### src/rtl/pwm_pkg.sv
// Shared widths, FSM state type and duty-ramp helper for pwm_cfg_sequencer.
// Build option: PWM_CFG_SOFT_RAMP_EN adds the RAMP_WAIT state (soft duty ramp).
package pwm_pkg;

    localparam int unsigned PERIOD_W     = 12;
    localparam int unsigned DUTY_W       = 7;
    localparam int unsigned DUTY_MAX_DEF = 99;

    typedef enum logic [1:0] {
        IDLE      = 2'd0,
        WR_PERIOD = 2'd1,
`ifdef PWM_CFG_SOFT_RAMP_EN
        WR_DUTY   = 2'd2,
        RAMP_WAIT = 2'd3
`else
        WR_DUTY   = 2'd2
`endif
    } state_t;

    // Move cur one step toward tgt without overshooting it.
    function automatic logic [DUTY_W-1:0] ramp_next(
        input logic [DUTY_W-1:0] cur,
        input logic [DUTY_W-1:0] tgt,
        input logic [DUTY_W-1:0] step
    );
        logic [DUTY_W-1:0] gap;
        if (tgt >= cur) begin
            gap       = tgt - cur;
            ramp_next = (gap > step) ? cur + step : tgt;
        end else begin
            gap       = cur - tgt;
            ramp_next = (gap > step) ? cur - step : tgt;
        end
    endfunction

endpackage

### src/rtl/pwm_ramp_timer.sv
// Down-counter spacing soft-ramp duty writes: start loads RAMP_DIV, tick marks
// the last wait cycle so the next write lands RAMP_DIV+1 cycles after the previous.
module pwm_ramp_timer #(
    parameter int unsigned RAMP_DIV = 1000
) (
    input  logic clk,
    input  logic rst,
    input  logic start,
    output logic tick
);

    localparam int unsigned CNT_W = $clog2(RAMP_DIV + 1);

    logic [CNT_W-1:0] cnt;

    // Load on start, count down to zero and park there.
    always_ff @(posedge clk) begin
        if (rst) begin
            cnt <= '0;
        end else if (start) begin
            cnt <= CNT_W'(RAMP_DIV);
        end else if (cnt != '0) begin
            cnt <= cnt - CNT_W'(1);
        end
    end

    assign tick = (cnt == CNT_W'(1));

endmodule

### src/rtl/pwm_cfg_sequencer.sv
// Validates {period, duty} requests and sequences them into the PWM generator's
// shared write port (period first, then duty); owns the generator's out_en.
// Build option: PWM_CFG_SOFT_RAMP_EN ramps duty in RAMP_STEP increments,
// RAMP_DIV cycles apart, instead of writing the target at once.
module pwm_cfg_sequencer
    import pwm_pkg::*;
#(
    parameter int unsigned DUTY_MAX  = DUTY_MAX_DEF,
    parameter int unsigned RAMP_STEP = 1,
    parameter int unsigned RAMP_DIV  = 1000
) (
    input  logic                clk,
    input  logic                rst,
    input  logic                cfg_valid,
    output logic                cfg_ready,
    input  logic [PERIOD_W-1:0] cfg_period,
    input  logic [DUTY_W-1:0]   cfg_duty,
    input  logic                run,
    output logic                cfg_done,
    output logic                cfg_err,
    output logic                busy,
    output logic [PERIOD_W-1:0] pwm_in,
    output logic                pwm_sel,
    output logic                pwm_wr_en,
    output logic                pwm_out_en
);

    localparam logic [DUTY_W-1:0] DUTY_MAX_L = DUTY_W'(DUTY_MAX);

    if (RAMP_STEP == 0 || RAMP_DIV == 0) begin : g_param_check
        $error("pwm_cfg_sequencer: RAMP_STEP and RAMP_DIV must be >= 1");
    end

    state_t              state;
    logic [PERIOD_W-1:0] cur_period;
    logic [DUTY_W-1:0]   cur_duty;
    logic                configured;

    logic                accept;
    logic                req_ok;
    logic                take;
    logic                issue_period;
    logic                issue_duty;
    logic                ramp_more;
    logic                next_idle;
    logic [DUTY_W-1:0]   duty_wr;
    logic                done_now;

    assign accept = cfg_valid && cfg_ready && (state == IDLE);
    assign req_ok = (cfg_period != '0) && (cfg_duty != '0) && (cfg_duty <= DUTY_MAX_L);
    assign take   = accept && req_ok;

`ifdef PWM_CFG_SOFT_RAMP_EN
    localparam logic [DUTY_W-1:0] STEP_L = DUTY_W'(RAMP_STEP);

    logic [DUTY_W-1:0] tgt_duty;
    logic [DUTY_W-1:0] target_sel;
    logic              ramp_tick;

    pwm_ramp_timer #(
        .RAMP_DIV (RAMP_DIV)
    ) u_ramp_timer (
        .clk   (clk),
        .rst   (rst),
        .start (ramp_more),
        .tick  (ramp_tick)
    );

    // Target comes straight from the request on the period-skip path.
    assign target_sel = (state == IDLE) ? cfg_duty : tgt_duty;
    assign duty_wr    = ramp_next(cur_duty, target_sel, STEP_L);
    assign done_now   = (duty_wr == target_sel);
    assign ramp_more  = (state == WR_DUTY) && (cur_duty != tgt_duty);
    assign issue_duty = (take && (cfg_period == cur_period)) ||
                        (state == WR_PERIOD) ||
                        ((state == RAMP_WAIT) && ramp_tick);
`else
    // cur_duty is loaded at acceptance, so it already holds the target when
    // WR_PERIOD issues the duty write.
    assign duty_wr    = (state == IDLE) ? cfg_duty : cur_duty;
    assign done_now   = 1'b1;
    assign ramp_more  = 1'b0;
    assign issue_duty = (take && (cfg_period == cur_period)) || (state == WR_PERIOD);
`endif

    assign issue_period = take && (cfg_period != cur_period);
    assign next_idle    = ((state == IDLE) && !take) || ((state == WR_DUTY) && !ramp_more);

    // Sequencer FSM with registered handshake and write-port outputs.
    always_ff @(posedge clk) begin
        if (rst) begin
            state      <= IDLE;
            cur_period <= '0;
            cur_duty   <= '0;
            configured <= 1'b0;
            cfg_ready  <= 1'b0;
            cfg_done   <= 1'b0;
            cfg_err    <= 1'b0;
            busy       <= 1'b0;
            pwm_in     <= '0;
            pwm_sel    <= 1'b0;
            pwm_wr_en  <= 1'b0;
            pwm_out_en <= 1'b0;
`ifdef PWM_CFG_SOFT_RAMP_EN
            tgt_duty   <= '0;
`endif
        end else begin
            cfg_done   <= 1'b0;
            cfg_err    <= 1'b0;
            pwm_wr_en  <= 1'b0;
            pwm_out_en <= run && configured;
            cfg_ready  <= next_idle;
            busy       <= !next_idle;

            if (accept && !req_ok) begin
                cfg_err <= 1'b1;
            end

            if (take) begin
`ifdef PWM_CFG_SOFT_RAMP_EN
                tgt_duty <= cfg_duty;
`else
                cur_duty <= cfg_duty;
`endif
            end

            if (issue_period) begin
                state      <= WR_PERIOD;
                pwm_sel    <= 1'b1;
                pwm_wr_en  <= 1'b1;
                pwm_in     <= cfg_period;
                cur_period <= cfg_period;
            end else if (issue_duty) begin
                state      <= WR_DUTY;
                pwm_sel    <= 1'b0;
                pwm_wr_en  <= 1'b1;
                pwm_in     <= {{(PERIOD_W - DUTY_W){1'b0}}, duty_wr};
                cur_duty   <= duty_wr;
                configured <= 1'b1;
                cfg_done   <= done_now;
            end else if (state == WR_DUTY) begin
`ifdef PWM_CFG_SOFT_RAMP_EN
                state <= ramp_more ? RAMP_WAIT : IDLE;
`else
                state <= IDLE;
`endif
            end
        end
    end

endmodule

### config.mk
export PLATFORM = sky130hd
export DESIGN_NAME = pwm_cfg_sequencer
export DESIGN_NICKNAME = d
export VERILOG_FILES = /design/src/rtl/pwm_pkg.sv /design/src/rtl/pwm_ramp_timer.sv /design/src/rtl/pwm_cfg_sequencer.sv
export SDC_FILE = /design/constraint.sdc
export NUM_CORES = 1
export LEC_CHECK = 0
export CAP_MARGIN = 20
export CORE_MARGIN = 2
export CORE_UTILIZATION = 52
export CTS_BUF_LIST = sky130_fd_sc_hd__clkbuf_4 sky130_fd_sc_hd__clkbuf_8 sky130_fd_sc_hd__clkbuf_16
export CTS_CLUSTER_DIAMETER = 120
export DETAILED_ROUTE_END_ITERATION = 8
export HOLD_SLACK_MARGIN = 0.12
export PLACE_DENSITY_LB_ADDON = 0.05
export SLEW_MARGIN = 10
export SYNTH_ARGS = -nofsm -noshare
export SYNTH_HDL_FRONTEND = slang
export SYNTH_SLANG_ARGS = --single-unit
### constraint.sdc
create_clock -name clk -period 6.7 [get_ports clk]
set_input_delay 2.01 -clock clk [delete_from_list [all_inputs] [get_ports clk]]
set_output_delay 2.01 -clock clk [all_outputs]
set_load 0.03 [all_outputs]
==> metrics.yaml <==
status: "finished, final reports clean"
power_mw: 0.574
ios: 42
max-vdd-ir-drop_mv: 0.178
cts_tree: "built"
cts_buffer_depth: 2
die_width_microns: 61.9
wl_per_cell_microns: 14.7
ys_seq_elements: 41
place_congestion: 0.783
first_iter_violations: 78
p_clk_share_pct: 34.2
syn2layout_area_growth_pct: 31.1
worstSetupPathType: "in2reg"
htreeDepth: 2
ys_seq_area_share_pct: 47.2
port_buffers: 41
dp.cells: 268
p_int_mw: 0.424
path_clk_slew_ns: 0.12
start_util_pct: 53.0
switching_share_pct: 26.1
drt-total-wl_microns: 4090
fin_cells: 278
antenna_found_initial: 0
setup_tns_ns: 0
final_nets: 254
coreArea_sq_um: 3280
numCtsBuffers: 5
whs_ns: 0.450
dp.final_hpwl_microns: 2870
avgSynthCellArea_sq_um: 9.06
period_minus_slack_ns: 4.27
reg2regPathDepth: 6
die_h_microns: 61.9
seq_power_share_pct: 46.6
die_area_sq_um: 3830
relSlewSlack_pct: 47.8
drcViolationCount: 0
syn_inst: 192
synth_area_sq_um: 1740
p_leak_nw: 0.907
finalHoldViolCount: 0
slew_viol_final: 0
place_ws_ns: 1.69
num-fill-cells: 279
grt-ovfl-total: 0
ant_nets: 0
grt_pass1_wl_microns: 6590
tightest_slew_ns: 0.778
cts_resized: 0
holdPathStages: 2
diodes: 0
num_rows: 21
fmax_ghz: 0.234
setup_viol: 0
ys_warn_count: 0
synth_cell_types: 30
via_per_inst: 5.57
cts.sinks: 41
ctsHoldBuffers: 0
first_pass_iters: 5
startpoint_type: "input pin"
rsz0062_at_grt: "false"
clkLatencyLatePin_ns: 0.35
power_switching_mw: 0.150
worstPathRequired_ns: 6.92
syn_nets: 215
p_per_area_nw_per_um2: 252
min_path_type: "reg2reg"
drive_gt1_share_pct: 6.90
crit_path_max_fanout: 14
grt_max_degree: 33
cp-end-kind: "flop"
cp.arrival_ns: 4.49
grt_use_total_pct: 23.4
cap_violations: 0
fin_crit_sh_pct: 63.8
skew_ns: 0.00932
grt_pass1_vias: 1408
final_cell_mix: "dfxtp_1, clkdlybuf4s50_1, a21oi_1"
vias: 1548
cts_setup_buffers: 0
clockRootBuffer: "clkbuf_4"
post-route-worst-setup-slack_ns: 2.43
p_comb_share_pct: 19.2
[routing by layer]
layer  up-vias  global-route usage [%]  wire (microns)  part of all wire (%)
met5         -                       0               0                     0
met4         0                    6.08              26                  0.64
met3         4                    7.04             222                   5.4
met2        57                    39.5            2120                    52
met1       721                    29.3            1720                    42
li1        766                       -               -                     -
[power groups by stage]
stage / logic, mW / registers (mW) / clock network [mW]
2_1_floorplan: 0.0496 / 0.288 / 0
3_3_place_gp: 0.103 / 0.273 / 0
3_5_place_dp: 0.106 / 0.273 / 0
4_1_cts: 0.106 / 0.268 / 0.201
5_1_grt: 0.118 / 0.270 / 0.212
6_report: 0.110 / 0.268 / 0.196
[final timing paths]
check / slack (ns) / from / endpoint
setup / recovery: 2.43 / cfg_duty[3] / pwm_in[0]
setup reg to reg: 4.19 / state[0] / pwm_in[0]
hold / removal: 0.45 / configured / pwm_out_en
hold reg to reg: 0.45 / configured / pwm_out_en
[critical path: stages]
cell             delay (ns)
clkdlybuf4s50_1        0.50
o311ai_0               0.47
o41ai_2                0.21
nor3_2                 0.67
buf_4                  0.33
mux2i_1                0.21
o22ai_1                0.09
[Yosys cell counts, drive strengths merged]
library cell | n | area (sq um)
dfxtp | 41 | 821
a21oi | 29 | 149
nand3 | 19 | 95.1
mux2i | 14 | 140
nand2 | 14 | 52.6
o21ai | 13 | 65.1
xor2 | 12 | 105
nor2 | 9 | 36.3
buf | 7 | 60.1
o22ai | 7 | 43.8
nor4 | 6 | 37.5
clkbuf | 5 | 18.8
inv | 3 | 11.3
nor3 | 3 | 20.0
and3 | 2 | 12.5
nand4 | 1 | 6.26
nor3b | 1 | 7.51
o211ai | 1 | 12.5
o311ai | 1 | 8.76
o41ai | 1 | 16.3
or2b | 1 | 7.51
or3 | 1 | 6.26
or4 | 1 | 7.51
[state kept, by name (all words and copies together) (netlist names), 2 cells and up]
name	count
pwm_in	12
cur_duty	7
cur_period	12
state	2
[cell families after synthesis]
logic type                Yosys count  share of synthesized area, %
AOI/OAI and AO/OA                  52                          17.0
xor gates and xnor gates           12                          6.04
buffers and inverters              15                          5.18
DFF                                41                          47.2
muxes                              14                          8.05
and+or+nand+nor                    58                          16.6
[area by class of cell]
class                   instances  area [sq um]  area share [%]
repair buffers                 44           460            20.2
clock buffers                   5          37.5            1.64
inverters                       3          11.3           0.493
flip-flops and latches         41           821            36.0
multi-input cells             136           830            36.3
well taps                      46          57.6            2.52
clock inverters                 3          65.1            2.85
[stage by stage]
stage / util, % / cell area, sq um
2_1_floorplan: - / 1740
4_1_cts: 68.2 / 2240
6_report: 69.5 / 2280
5_1_grt: 69.5 / 2280
3_3_place_gp: 65.1 / 2140
3_5_place_dp: 65.1 / 2140
(Power assumes the default switching activity.)
